### config.mk
export PLATFORM = sky130hd
export DESIGN_NAME = uart_tx_arb_flat
export DESIGN_NICKNAME = d
export VERILOG_FILES = /design/src/rtl/uart_tx_arb_if.sv /design/src/rtl/uart_tx_arb.sv /design/src/flat_wrapper.sv
export SDC_FILE = /design/constraint.sdc
export NUM_CORES = 1
export LEC_CHECK = 0
export CORE_MARGIN = 5
export CORE_UTILIZATION = 51
export CTS_CLUSTER_DIAMETER = 150
export CTS_CLUSTER_SIZE = 14
export DETAILED_ROUTE_END_ITERATION = 10
export GPL_ROUTABILITY_DRIVEN = 0
export GPL_TIMING_DRIVEN = 0
export PLACE_DENSITY = 0.85
export REMOVE_ABC_BUFFERS = 1
export SLEW_MARGIN = 20
export SYNTH_ARGS = -nofsm -noshare
export SYNTH_HDL_FRONTEND = slang
export SYNTH_SLANG_ARGS = --single-unit
### constraint.sdc
create_clock -name clk_50m -period 3.31 [get_ports clk_50m]
set_clock_uncertainty 0.1 [all_clocks]
set_input_delay 0.662 -clock clk_50m [delete_from_list [all_inputs] [get_ports clk_50m]]
set_output_delay 0.662 -clock clk_50m [all_outputs]
set_load 0.03 [all_outputs]
### src/rtl/uart_tx_arb_if.sv
// Signal bundle between the transmit arbiter, its three byte requesters
// and the shared UART transmitter.
interface uart_tx_arb_if;
  logic [2:0]  req;       // per-requester byte pending
  logic [23:0] req_data;  // byte k on bits [8k+7:8k]
  logic [2:0]  ack;       // one-hot: UART took requester k's byte
  logic [2:0]  gnt;       // one-hot current owner, zero when none
  logic        tx_rdy;    // UART idle and able to accept a byte
  logic        tx_en;     // transmit request to the UART
  logic [7:0]  tx_data;   // byte presented to the UART
  logic        err;       // a send was aborted by the watchdog

  // Arbiter side of the bundle
  modport slave (
    input  req, req_data, tx_rdy,
    output ack, gnt, tx_en, tx_data, err
  );

  // Environment side: requesters plus the UART itself
  modport master (
    output req, req_data, tx_rdy,
    input  ack, gnt, tx_en, tx_data, err
  );
endinterface

### src/rtl/uart_tx_arb.sv
// Round-robin arbiter sharing one UART transmitter among three byte
// sources. Owns the tx_en/tx_data handshake, optionally locks the grant
// to one requester until it ends its line, and aborts a send with an err
// pulse when the UART never takes the byte.
module uart_tx_arb #(
  parameter int         LINE_LOCK = 1,
  parameter logic [7:0] EOL_CHAR  = 8'h0A,
  parameter int         TIMEOUT   = 1024
) (
  input  logic         clk_50m,
  input  logic         rst_n,
  uart_tx_arb_if.slave bus
);

  // Counter only has to reach TIMEOUT-1; the SEND exit stops it there.
  localparam int               CNT_W    = (TIMEOUT > 1) ? $clog2(TIMEOUT) : 1;
  localparam logic [CNT_W-1:0] CNT_LAST = CNT_W'(TIMEOUT - 1);
  localparam logic [CNT_W-1:0] CNT_ONE  = CNT_W'(1);

  typedef enum logic {
    IDLE,
    SEND
  } state_t;

  state_t           state_q;
  logic [1:0]       last_q;     // index of the most recent winner
  logic [2:0]       gnt_q;
  logic [2:0]       ack_q;
  logic [CNT_W-1:0] cnt_q;
  logic             tx_en_q;
  logic [7:0]       tx_data_q;
  logic             err_q;

  logic             owner_req;
  logic [2:0]       elig;
  logic             win_vld;
  logic [1:0]       win_idx;
  logic [1:0]       cand;
  logic [7:0]       win_byte;

  // Requester indices only take the values 0..2, so the successor wraps
  // from 2 back to 0.
  function automatic logic [1:0] rr_next(input logic [1:0] idx);
    return (idx == 2'd2) ? 2'd0 : idx + 2'd1;
  endfunction

  // Eligible set and round-robin winner, searching last+1, last+2, last+3.
  always_comb begin
    owner_req = |(gnt_q & bus.req);
    // A locked owner that still has a byte pending shuts everyone else out.
    if ((LINE_LOCK != 0) && owner_req) begin
      elig = gnt_q;
    end else begin
      elig = bus.req;
    end

    win_vld = 1'b0;
    win_idx = 2'd0;
    cand    = rr_next(last_q);
    for (int k = 0; k < 3; k++) begin
      if (!win_vld && elig[cand]) begin
        win_vld = 1'b1;
        win_idx = cand;
      end
      cand = rr_next(cand);
    end

    win_byte = bus.req_data[{win_idx, 3'b000} +: 8];
  end

  // Arbitration/handshake FSM; every output is a register written here.
  always_ff @(posedge clk_50m or negedge rst_n) begin
    if (!rst_n) begin
      state_q   <= IDLE;
      last_q    <= 2'd2;
      gnt_q     <= 3'b000;
      ack_q     <= 3'b000;
      cnt_q     <= '0;
      tx_en_q   <= 1'b0;
      tx_data_q <= 8'h00;
      err_q     <= 1'b0;
    end else begin
      ack_q <= 3'b000;
      err_q <= 1'b0;
      case (state_q)
        IDLE: begin
          // tx_rdy must be high again before the next byte: the UART
          // needs its ready to go low then high between bytes.
          if (bus.tx_rdy && win_vld) begin
            gnt_q     <= 3'b001 << win_idx;
            last_q    <= win_idx;
            tx_data_q <= win_byte;
            tx_en_q   <= 1'b1;
            cnt_q     <= '0;
            state_q   <= SEND;
          end else if (!owner_req) begin
            // Owner has nothing pending: the line lock is released.
            gnt_q <= 3'b000;
          end
        end

        SEND: begin
          // A tx_rdy fall wins over the watchdog when both land together.
          if (!bus.tx_rdy) begin
            tx_en_q <= 1'b0;
            ack_q   <= gnt_q;
            if ((LINE_LOCK == 0) || (tx_data_q == EOL_CHAR)) begin
              gnt_q <= 3'b000;
            end
            state_q <= IDLE;
          end else if (cnt_q == CNT_LAST) begin
            // Abort without ack; gnt is kept so the owner retries its byte.
            tx_en_q <= 1'b0;
            err_q   <= 1'b1;
            state_q <= IDLE;
          end else begin
            cnt_q <= cnt_q + CNT_ONE;
          end
        end

        default: begin
          state_q <= IDLE;
        end
      endcase
    end
  end

  assign bus.gnt     = gnt_q;
  assign bus.ack     = ack_q;
  assign bus.tx_en   = tx_en_q;
  assign bus.tx_data = tx_data_q;
  assign bus.err     = err_q;

endmodule

### src/flat_wrapper.sv
// flat-port wrapper written by rule: the top's interface ports become plain ports
module uart_tx_arb_flat 
#(
  parameter int         LINE_LOCK = 1,
  parameter logic [7:0] EOL_CHAR  = 8'h0A,
  parameter int         TIMEOUT   = 1024
)
  (clk_50m, rst_n, bus_req, bus_req_data, bus_tx_rdy, bus_ack, bus_gnt, bus_tx_en, bus_tx_data, bus_err);
  uart_tx_arb_if bus_i ();
  input  logic clk_50m;
  input  logic rst_n;
  input wire logic [$bits(bus_i.req)-1:0] bus_req;
  input wire logic [$bits(bus_i.req_data)-1:0] bus_req_data;
  input wire logic [$bits(bus_i.tx_rdy)-1:0] bus_tx_rdy;
  output wire logic [$bits(bus_i.ack)-1:0] bus_ack;
  output wire logic [$bits(bus_i.gnt)-1:0] bus_gnt;
  output wire logic [$bits(bus_i.tx_en)-1:0] bus_tx_en;
  output wire logic [$bits(bus_i.tx_data)-1:0] bus_tx_data;
  output wire logic [$bits(bus_i.err)-1:0] bus_err;
  assign bus_i.req = bus_req;
  assign bus_i.req_data = bus_req_data;
  assign bus_i.tx_rdy = bus_tx_rdy;
  assign bus_ack = bus_i.ack;
  assign bus_gnt = bus_i.gnt;
  assign bus_tx_en = bus_i.tx_en;
  assign bus_tx_data = bus_i.tx_data;
  assign bus_err = bus_i.err;
  uart_tx_arb #(.LINE_LOCK(LINE_LOCK), .EOL_CHAR(EOL_CHAR), .TIMEOUT(TIMEOUT)) u_core (.clk_50m(clk_50m), .rst_n(rst_n), .bus(bus_i));
endmodule
# Word level (Yosys, flattened, before mapping)
# Index checks and enable logic that the tools add are counted.
# word_totals
register_bits	29
in_bits	30
# op_classes
add_sub_neg	4
n_lt_le_gt_ge	3
n_eq_ne	12
n_shift	2
mux	38
n_bitwise	2
n_reduce_logical	10
# op_table
op	n
$mux 10	3
$shiftx 24x6->8	1
$mux 3	7
$pmux 10 s2	1
$mux 1	15
$mux 2	6
$add 10x1->10 const B	1
$eq 10x10->1 const B	1
$lt 2x3->1 const B	3
$eq 8x4->1 const B	1
$ne 2x2->1 const B	4
$add 2x1->2 const B	3
$bmux 1 s2	3
$eq 2x2->1 const B	3
$ne 3x3->1 const B	2
$pmux 3 s2	1
$reduce_and 3->1	2
$pmux 1 s2	2
$reduce_and 2->1	2
$and 3x3->3	1
$logic_and 1x1->1	3
$reduce_or 3->1	1
$shl 1x2->3 const A	1
$logic_not 1->1	2
2 further kinds	2

# Longest topological paths before layout
# Gate-level depths: netlist of run 1.
# depth
ltp_word	15
depth_mapped	7

# Least setup slack after synthesis of run 1
# Ideal clock, no wire load.
# synth_path
kind	input port to flip-flop
startpoint	input port bus_req[0]
endpoint	register u_core.tx_data_q[0], in the netlist u_core.bus.tx_data[0]
arrival_time_ps	2050
t_required_ps	3084
setup_slack_ps	1034
stages	7
cell_sequence	buf_2 > a22o_4 > a211o_1 > a31o_1 > o211a_1 > buf_6 > a221o_1
# synth_via
elab_chain_cells	14
# synth_lines
element	line_no	rtl
start: declaration	flat_wrapper.sv:12	input wire logic [$bits(bus_i.req)-1:0] bus_req;
$and 3x3->3	uart_tx_arb.sv:49	owner_req = |(gnt_q & bus.req);
$reduce_or 3->1	uart_tx_arb.sv:49	
$mux 3 *	uart_tx_arb.sv:51	if ((LINE_LOCK != 0) && owner_req) begin
branches (longest 11 deep; another with $shiftx 24x6->8)	-	
end signal: assignment	uart_tx_arb.sv:92	tx_data_q <= win_byte;
end: declaration	uart_tx_arb.sv:31	logic [7:0] tx_data_q;
# Mark *: on every way between the ends. The select of a mux whose other input is x is not followed.
# A chain may end at the register's enable or synchronous reset.

# Worst setup path after layout of run 1
# layout_path
startpoint	input port bus_req[1]
endpoint	register u_core.tx_data_q[5], in the netlist u_core.bus.tx_data[5]
# Same word-level chain as after synthesis.

==> flow_metrics.py, run 1 <==
metrics = {
    "clock_tree": {
        "cts_tree": "built",
        "cts_buffer_depth": 2,
        "cts_root_buf": "clkbuf_4",
        "clk_pin_slew_worst_paths_ns": 0.09,
        "cts_resized": 0,
        "htreeDepth": 2,
        "clock_latency_ns": 0.34,
        "postCtsHoldBufs": 0,
        "cts_sinks": 29,
        "numCtsBuffers": 5,
        "post-cts-setup-buffers": 0,
    },
    "global_route": {
        "grt_max_degree": 30,
        "grt_pass1_wl_mm": 7.486,
        "antenna_found_initial": 0,
        "grtUsageTotal_pct": 22.71,
        "grt_overflow": 0,
        "grt_pass1_vias": 1591,
    },
    "placed_design": {
        "port_buffers": 45,
        "hpwl_mm": 3.215,
        "post-place-ws_ns": 0.1074,
    },
    "drt": {
        "antenna_left": 0,
        "drt_iter0_drc": 93,
        "dr.pass1.iters": 4,
        "post_drt_wl_per_cell_um": 16.78,
        "wl_mm": 4.295,
        "vias_per_cell": 6.027,
        "num_vias": 1543,
        "drc": 0,
    },
    "die": {
        "dieArea_sq_um": 4436,
        "die_h_um": 66.61,
        "die_w_um": 66.61,
        "start_util_pct": 53.52,
        "rows": 20,
        "ios": 46,
        "core_sq_um": 3053,
    },
    "sta": {
        "drv_slew": 0,
        "rsz0062_at_grt": "false",
        "finalSetupTns_ns": 0,
        "fin_ws_ns": 0.4610,
        "final_hold_viol_count": 0,
        "finalCriticalPeriod_ns": 2.849,
        "worst_pin_slew_ns": 0.6906,
        "layout_worst_path_cycle_share_pct": 86.07,
        "max_freq_mhz": 351.0,
        "slew_headroom_pct": 53.91,
        "hold_slack_ns": 0.2320,
        "setup-violations-final": 0,
    },
    "power_and_ir_drop": {
        "powerDensity_nw_per_um2": 588.2,
        "leakage_uw": 0.0009073,
        "ir_drop_v": 0.0003627,
    },
    "synth": {
        "synth.area.top_cells": "dfrtp_1 43%, a221o_1 4.9%, nand2_1 3.7%",
        "yosysSeqAreaShare_pct": 44.49,
        "syn_area_per_cell_sq_um": 9.785,
        "yosysWarnings": 0,
        "syn_inst": 167,
        "yosys.area.top_type": "dfrtp_1",
        "synth_edf_count": 0,
        "ys_types": 41,
        "async_reset_ff_share_pct": 100.0,
        "synth_flop_cell": "dfrtp_1",
        "synth_area_sq_um": 1634,
        "synth_top_area_share_pct": 42.88,
        "synth_seq_cells": 29,
    },
    "critical_path": {
        "slowest_stage": "clkdlybuf4s50_1",
        "start_kind": "primary input",
        "cp.arrival_ns": 3.02,
        "path_max_fanout": 10,
        "crit_path_end_kind": "flip-flop",
        "cpPeakStageDelay_ns": 0.70,
        "crit_type": "primary input to flip-flop",
        "crit_chain": "clkdlybuf4s50_1, nand2_1, mux2i_1, a2111oi_4, o211a_1, a221o_1",
        "required_ns": 3.48,
    },
    "run_status": {
        "outcome": "complete, no violations",
    },
    "finish": {
        "drive_gt1_share_pct": 8.019,
        "area_growth_pct": 31.32,
        "num_antenna_cells": 0,
        "final_nets": 242,
    },
    "run": {
        "max-cap-violations": 0,
    },
    "min_path": {
        "min_path_type": "primary input to asynchronous set/reset pin",
    },
}
## synthesized netlist by cell type (3+ instances only)
master / n
dfrtp_1: 28
nand3_1: 11
buf_6: 4
nand4_1: 4
xor2_1: 5
o21ai_0: 11
o22ai_1: 4
and4_1: 3
a211oi_1: 4
a22oi_1: 3
nand2b_1: 3
clkbuf_1: 3
a22o_1: 3
a221o_1: 8
nand2_1: 16
inv_1: 9
nor2_1: 14
a21oi_1: 3
mux2i_1: 3
## worst paths after layout
check	start	cells after the start	end	slack (ns)
min reg2reg	u_core.bus.tx_en	2	u_core.bus.tx_en	0.46
max	bus_req[1]	6	u_core.bus.tx_data[5]	0.46
min	rst_n	1	u_core.bus.tx_data[6]	0.23
min in group clk_50m	u_core.bus.tx_en	2	u_core.bus.tx_en	0.46
max reg2reg	u_core.bus.gnt[1]	5	u_core.bus.tx_data[5]	1.05
max in group asynchronous	rst_n	1	u_core.bus.gnt[0]	2.46
## cells by family (layout without fill, tap and decap cells)
| group | count (synthesis) | count (layout) | share of synthesized area, % |
|---|---|---|---|
| buffers and inverters | 17 | 62 | 5.819 |
| adders and majority gates | 1 | 1 | 0.7656 |
| muxes | 5 | 5 | 3.216 |
| DFF | 29 | 29 | 44.49 |
| AOI/OAI and AO/OA | 49 | 49 | 24.20 |
| and+or+nand+nor | 60 | 60 | 18.30 |
| xor gates and xnor gates | 6 | 6 | 3.216 |
## sequential cells by signal (all words and copies together) (netlist names)
signal	count
u_core.bus.err	1
u_core.bus.tx_en	1
u_core.cnt_q	10
u_core.bus.ack	3
u_core.bus.tx_data	8
u_core.state_q	1
u_core.bus.gnt	3
u_core.last_q	2
## metal layers
| metal | up-vias | wire (um) | track usage (%) |
|---|---|---|---|
| li1 | 713 | - | - |
| met1 | 738 | 1694 | 26.76 |
| met2 | 82 | 2042 | 36.88 |
| met3 | 10 | 464 | 8.432 |
| met4 | 0 | 94 | 9.645 |
| met5 | - | 0 | 0 |
## area by class of cell
| type | count | area [sq um] |
|---|---|---|
| clock buffer | 7 | 65.06 |
| clock inverter | 1 | 5.005 |
| fill | 231 | 907.1 |
| inverter | 9 | 33.78 |
| multi-input combinational | 121 | 814.5 |
| sequential | 29 | 726.9 |
| tap | 44 | 55.05 |
| timing repair buffer | 45 | 445.4 |
## cell usage in the layout, fill, tap and decap left out, types with 4 or more instances in the layout
| cell type | count |
|---|---|
| nand4_1 | 4 |
| xor2_1 | 5 |
| dfrtp_1 | 28 |
| a221o_1 | 8 |
| inv_1 | 9 |
| nand3_1 | 11 |
| clkbuf_4 | 5 |
| clkdlybuf4s50_1 | 44 |
| nand2_1 | 16 |
| o22ai_1 | 4 |
| nor2_1 | 13 |
| a211oi_1 | 4 |
| o21ai_0 | 11 |
## metrics by stage
stage,instance area [sq um],total power [uW],instances,util [%]
after global placement,2078,990.9,248,68.07
after global routing,2146,1346,256,70.29
after CTS,2143,1264,256,70.20
final,2146,1262,256,70.29
after detailed placement,2073,1010,248,67.91
after floorplan,1573,788.5,159,-
## critical path: cells and delay by family
family,cells,cell delay [ns]
compound gates,3,1.25
buf+inv,1,0.70
simple gates,1,0.20
mux,1,0.20
## where the power goes
part	leakage (uW)	switching [uW]	internal [uW]
clock network	0.0000413	131	123
logic	0.000489	282	226
registers	0.000377	75.2	424
(Power assumes the default switching activity.)
==> run 2: changes to the inputs <==
Settings changed: CAP_MARGIN set to 20, GPL_TIMING_DRIVEN 0 to not set.
==> flow_metrics.py, run 2 (synthesis results as in run 1) <==
metrics = {
    "power_and_ir_drop": {
        "swShare_pct": 36.54,
        "leakage_uw": 0.0009311,
        "ir_drop_v": 0.0004612,
        "clkPwrFrac_pct": 22.7,
        "pwr-share-comb_pct": 38.9,
        "p_sw_uw": 480.3,
        "p_int_uw": 834.2,
        "p_total_uw": 1314,
        "powerDensity_nw_per_um2": 599.3,
        "seqPwrFrac_pct": 38.4,
    },
    "die": {
        "ios": 46,
        "die_h_um": 66.61,
        "dieArea_sq_um": 4436,
        "core_sq_um": 3053,
        "start_util_pct": 53.52,
        "die_w_um": 66.61,
        "rows": 20,
    },
    "drt": {
        "dr.max_layer_used": "met4",
        "wl_mm": 4.254,
        "wl_met3_um": 435,
        "drc": 0,
        "post_drt_wl_per_cell_um": 16.36,
        "dr.pass1.iters": 4,
        "num_vias": 1579,
        "drt_iter0_drc": 116,
        "antenna_left": 0,
        "wl_met1_mm": 1.719,
        "met2WireLength_mm": 2.060,
        "vias_per_cell": 6.073,
    },
    "clock_tree": {
        "cts_resized": 0,
        "cts_root_buf": "clkbuf_4",
        "clock_latency_ns": 0.33,
        "htreeDepth": 2,
        "clk_pin_slew_worst_paths_ns": 0.09,
        "postCtsHoldBufs": 0,
        "cts_sinks": 29,
        "cts_buffer_depth": 2,
        "numCtsBuffers": 5,
        "post-cts-setup-buffers": 0,
        "cts_tree": "built",
    },
    "critical_path": {
        "cp.arrival_ns": 2.79,
        "reg2reg_depth": 5,
        "crit_end": "u_core.bus.tx_data[0]",
        "path_max_fanout": 10,
        "startpoint": "bus_req[2]",
        "timing.rr.end": "u_core.bus.tx_data[0]",
        "r2r_start": "u_core.bus.gnt[1]",
        "crit_type": "primary input to flip-flop",
        "crit_path_end_kind": "flip-flop",
        "start_kind": "primary input",
        "ff2ff_setup_slack_ns": 1.12,
        "required_ns": 3.47,
    },
    "finish": {
        "final_util_pct": 71.84,
        "fin_cells": 260,
        "drive_gt1_share_pct": 8.333,
        "fillers": 241,
        "area_growth_pct": 34.23,
        "mostFrequentLayoutCell": "clkdlybuf4s50_1",
        "multi_input_area_sq_um": 812.0,
        "final_cell_mix": "45 x clkdlybuf4s50_1, 28 x dfrtp_1, 16 x nand2_1",
        "regMostFlops": "u_core.cnt_q",
        "regArea_sq_um": 726.9,
        "num_antenna_cells": 0,
        "final_nets": 246,
        "largest_reg_flops": 10,
    },
    "sta": {
        "final_hold_viol_count": 0,
        "max_freq_mhz": 381.2,
        "rsz0062_at_grt": "false",
        "finalCriticalPeriod_ns": 2.624,
        "worst_pin_slew_ns": 0.5345,
        "finalSetupTns_ns": 0,
        "layout_worst_path_cycle_share_pct": 79.26,
        "slew_headroom_pct": 64.24,
        "drv_slew": 0,
        "setup-violations-final": 0,
    },
    "run": {
        "max-cap-violations": 0,
    },
    "global_route": {
        "grt_pass1_wl_mm": 7.624,
        "grt_max_degree": 30,
        "grtUsageTotal_pct": 22.42,
        "antenna_found_initial": 0,
        "grt_overflow": 0,
        "grt_pass1_vias": 1660,
    },
    "placed_design": {
        "dpl.cell_count": 252,
        "port_buffers": 45,
        "hpwl_mm": 3.235,
    },
    "run_status": {
        "outcome": "complete, no violations",
    },
    "min_path": {
        "min_path_type": "flip-flop to flip-flop",
    },
}
==> run 2: cell count changes in the layout (fill, tap and decap cells not counted), sizes merged <==
| cell | before | now |
|---|---|---|
| buf | 1 | 4 |
| clkinv | 1 | 0 |
| bufinv | 0 | 1 |
| clkdlybuf4s50 | 44 | 45 |
==> run 2: worst max-delay path, cell delays in order <==
cell,delay (ns)
clkdlybuf4s50_1,0.58
a22o_4,0.34
a211o_1,0.27
a31o_1,0.25
nor2_1,0.43
a221o_1,0.25
==> run 2: worst min-delay path by stage <==
stage                           startpoint                 to  slack, ns  cells after the start
final                     u_core.bus.tx_en   u_core.bus.tx_en       0.47                      2
after global routing      u_core.bus.tx_en   u_core.bus.tx_en       0.48                      2
after CTS                 u_core.bus.tx_en   u_core.bus.tx_en       0.46                      2
after detailed placement  u_core.bus.tx_en   u_core.bus.tx_en       0.45                      2
after global placement     u_core.cnt_q[6]    u_core.cnt_q[6]       0.44                      2
after floorplan                      rst_n  u_core.bus.ack[0]       0.27                      0
==> run 2: power groups by stage <==
stage / Combinational (uW) / Clock (uW) / Sequential, uW
global route: 554 / 328 / 517
CTS: 510 / 305 / 503
finish: 511 / 299 / 504
floorplan: 194 / 0 / 595
detailed placement: 506 / 0 / 508
global placement: 490 / 0 / 506
==> run 2: area by class of cell <==
class / instances / share of cell area (%)
clock inverter: 1 / 1.369
inverter: 9 / 1.540
clock buffer: 7 / 2.510
timing repair buffer: 49 / 21.91
multi-input combinational: 121 / 37.02
tap: 44 / 2.510
sequential: 29 / 33.14
==> run 2: through the flow <==
| step | worst slack [ns] | hold slack (ns) | cell area [sq um] |
|---|---|---|---|
| 3_5_place_dp | 0.3722 | 0.4474 | 2108 |
| 6_report | 0.6864 | 0.4663 | 2193 |
| 2_1_floorplan | 1.211 | 0.2664 | 1573 |
| 3_3_place_gp | 0.4767 | 0.4386 | 2108 |
| 4_1_cts | 0.7165 | 0.4615 | 2193 |
| 5_1_grt | 0.5431 | 0.4792 | 2193 |
==> run 2: routing by layer <==
layer / vias up / GRT usage [%]
met5: - / 0
met4: 0 / 6.599
met3: 6 / 8.094
met2: 99 / 38.12
met1: 758 / 26.30
li1: 716 / -
==> run 3: changes to the inputs <==
Settings changed: CORE_UTILIZATION 51 to 43, PLACE_DENSITY 0.85 to 0.76.
Clock period 3.31 ns to 2.36 ns, I/O delays scaled along.
==> flow_metrics.py, run 3 (synthesis results as in run 1) <==
metrics = {
    "global_route": {
        "grt_overflow": 0,
        "grt_max_degree": 30,
        "grt_pass1_vias": 1693,
        "antenna_found_initial": 0,
        "grt_pass1_wl_mm": 7.762,
        "grtUsageTotal_pct": 18.91,
    },
    "placed_design": {
        "dpl.cell_count": 271,
        "place_area_sq_um": 2226,
        "port_buffers": 45,
        "hpwl_mm": 3.516,
    },
    "run_status": {
        "outcome": "complete, no violations",
    },
    "sta": {
        "max_freq_mhz": 445.7,
        "worst_pin_slew_ns": 0.4247,
        "drv_slew": 0,
        "final_hold_viol_count": 0,
        "setup-violations-final": 0,
        "finalCriticalPeriod_ns": 2.244,
        "layout_worst_path_cycle_share_pct": 95.07,
        "rsz0062_at_grt": "false",
        "slew_headroom_pct": 71.69,
    },
    "power_and_ir_drop": {
        "p_total_uw": 1895,
        "ir_drop_v": 0.0005986,
        "leakage_uw": 0.001004,
        "powerDensity_nw_per_um2": 817.3,
    },
    "finish": {
        "final_util_pct": 63.33,
        "mostFrequentLayoutCell": "clkdlybuf4s50_1",
        "area_growth_pct": 41.88,
        "num_antenna_cells": 0,
        "final_cell_mix": "45 x clkdlybuf4s50_1, 28 x dfrtp_1, 19 x buf_4",
        "fin_area_sq_um": 2318,
        "drive_gt1_share_pct": 14.29,
        "largest_reg_flops": 10,
        "final_nets": 261,
        "regMostFlops": "u_core.cnt_q",
        "fin_cells": 279,
    },
    "die": {
        "rows": 22,
        "ios": 46,
        "dieArea_sq_um": 5133,
        "start_util_pct": 44.63,
        "die_w_um": 71.65,
        "core_sq_um": 3661,
        "die_h_um": 71.65,
    },
    "critical_path": {
        "start_kind": "primary input",
        "crit_type": "primary input to flip-flop",
        "required_ns": 2.43,
        "crit_path_end_kind": "flip-flop",
        "cp.arrival_ns": 2.31,
        "path_max_fanout": 9,
    },
    "min_path": {
        "min_path_type": "primary input to asynchronous set/reset pin",
    },
    "drt": {
        "dr.pass1.iters": 4,
        "antenna_left": 0,
        "vias_per_cell": 5.785,
        "drt_iter0_drc": 115,
        "drc": 0,
        "num_vias": 1614,
        "wl_mm": 4.510,
        "post_drt_wl_per_cell_um": 16.16,
    },
    "clock_tree": {
        "post-cts-setup-buffers": 0,
        "clk_pin_slew_worst_paths_ns": 0.06,
        "cts_tree": "built",
        "postCtsHoldBufs": 0,
        "numCtsBuffers": 5,
        "htreeDepth": 2,
        "clock_latency_ns": 0.28,
        "cts_resized": 0,
        "cts_buffer_depth": 2,
        "cts_root_buf": "clkbuf_8",
        "cts_sinks": 29,
    },
    "run": {
        "max-cap-violations": 0,
    },
}
run 3: cell types whose count changed in the layout (fill, tap and decap cells not counted), sizes merged:
cell	delta
buf	+15
bufinv	-1
clkbuf	+1
run 3: through the flow:
| stage | TNS [ns] | setup slack [ns] | hold WS, ns |
|---|---|---|---|
| after floorplan | 0 | 0.2921 | 0.07641 |
| after global placement | -0.6567 | -0.07890 | 0.4394 |
| after detailed placement | -1.547 | -0.1711 | 0.4587 |
| after CTS | 0 | 0.1250 | 0.4699 |
| after global routing | 0 | 0.009363 | 0.4901 |
| final | 0 | 0.1164 | 0.4594 |
run 3: final cells by class:
class	instances	area [sq um]
inverter	9	33.78
tap	48	60.06
sequential	29	726.9
clock buffer	8	90.09
multi-input combinational	121	814.5
fill	301	1343
timing repair buffer	64	593.1
run 3: routing by layer:
layer | up-vias | GRT usage [%] | part of all wire, %
met5 | - | 0 | 0
met4 | 0 | 8.351 | 2.0
met3 | 13 | 5.891 | 8.2
met2 | 80 | 30.00 | 49
met1 | 776 | 23.56 | 41
li1 | 745 | - | -
run 3: report_power, final:
part	leakage (uW)	internal, uW	switching [uW]
combinational	0.000581	362	403
sequential	0.000377	596	116
clock	0.0000455	237	181
total	0.00100	1200	700
run 3: worst max-delay path, cell delays in order:
cell	delay (ns)
clkdlybuf4s50_1	0.52
buf_4	0.18
a211oi_1	0.07
buf_4	0.15
a2111oi_4	0.33
buf_4	0.22
o21ai_0	0.10
a221o_1	0.27
run 3: worst paths after layout:
path	endpoint	cells after the start	slack [ns]	startpoint
max	u_core.bus.tx_data[0]	8	0.12	bus_req[2]
min	u_core.cnt_q[5]	2	0.46	rst_n
max reg2reg	u_core.bus.tx_data[0]	5	0.28	u_core.bus.gnt[2]
min reg2reg	u_core.bus.tx_en	2	0.48	u_core.bus.tx_en
max in group asynchronous	u_core.last_q[1]	2	1.39	rst_n
min in group clk_50m	u_core.bus.tx_en	2	0.48	u_core.bus.tx_en
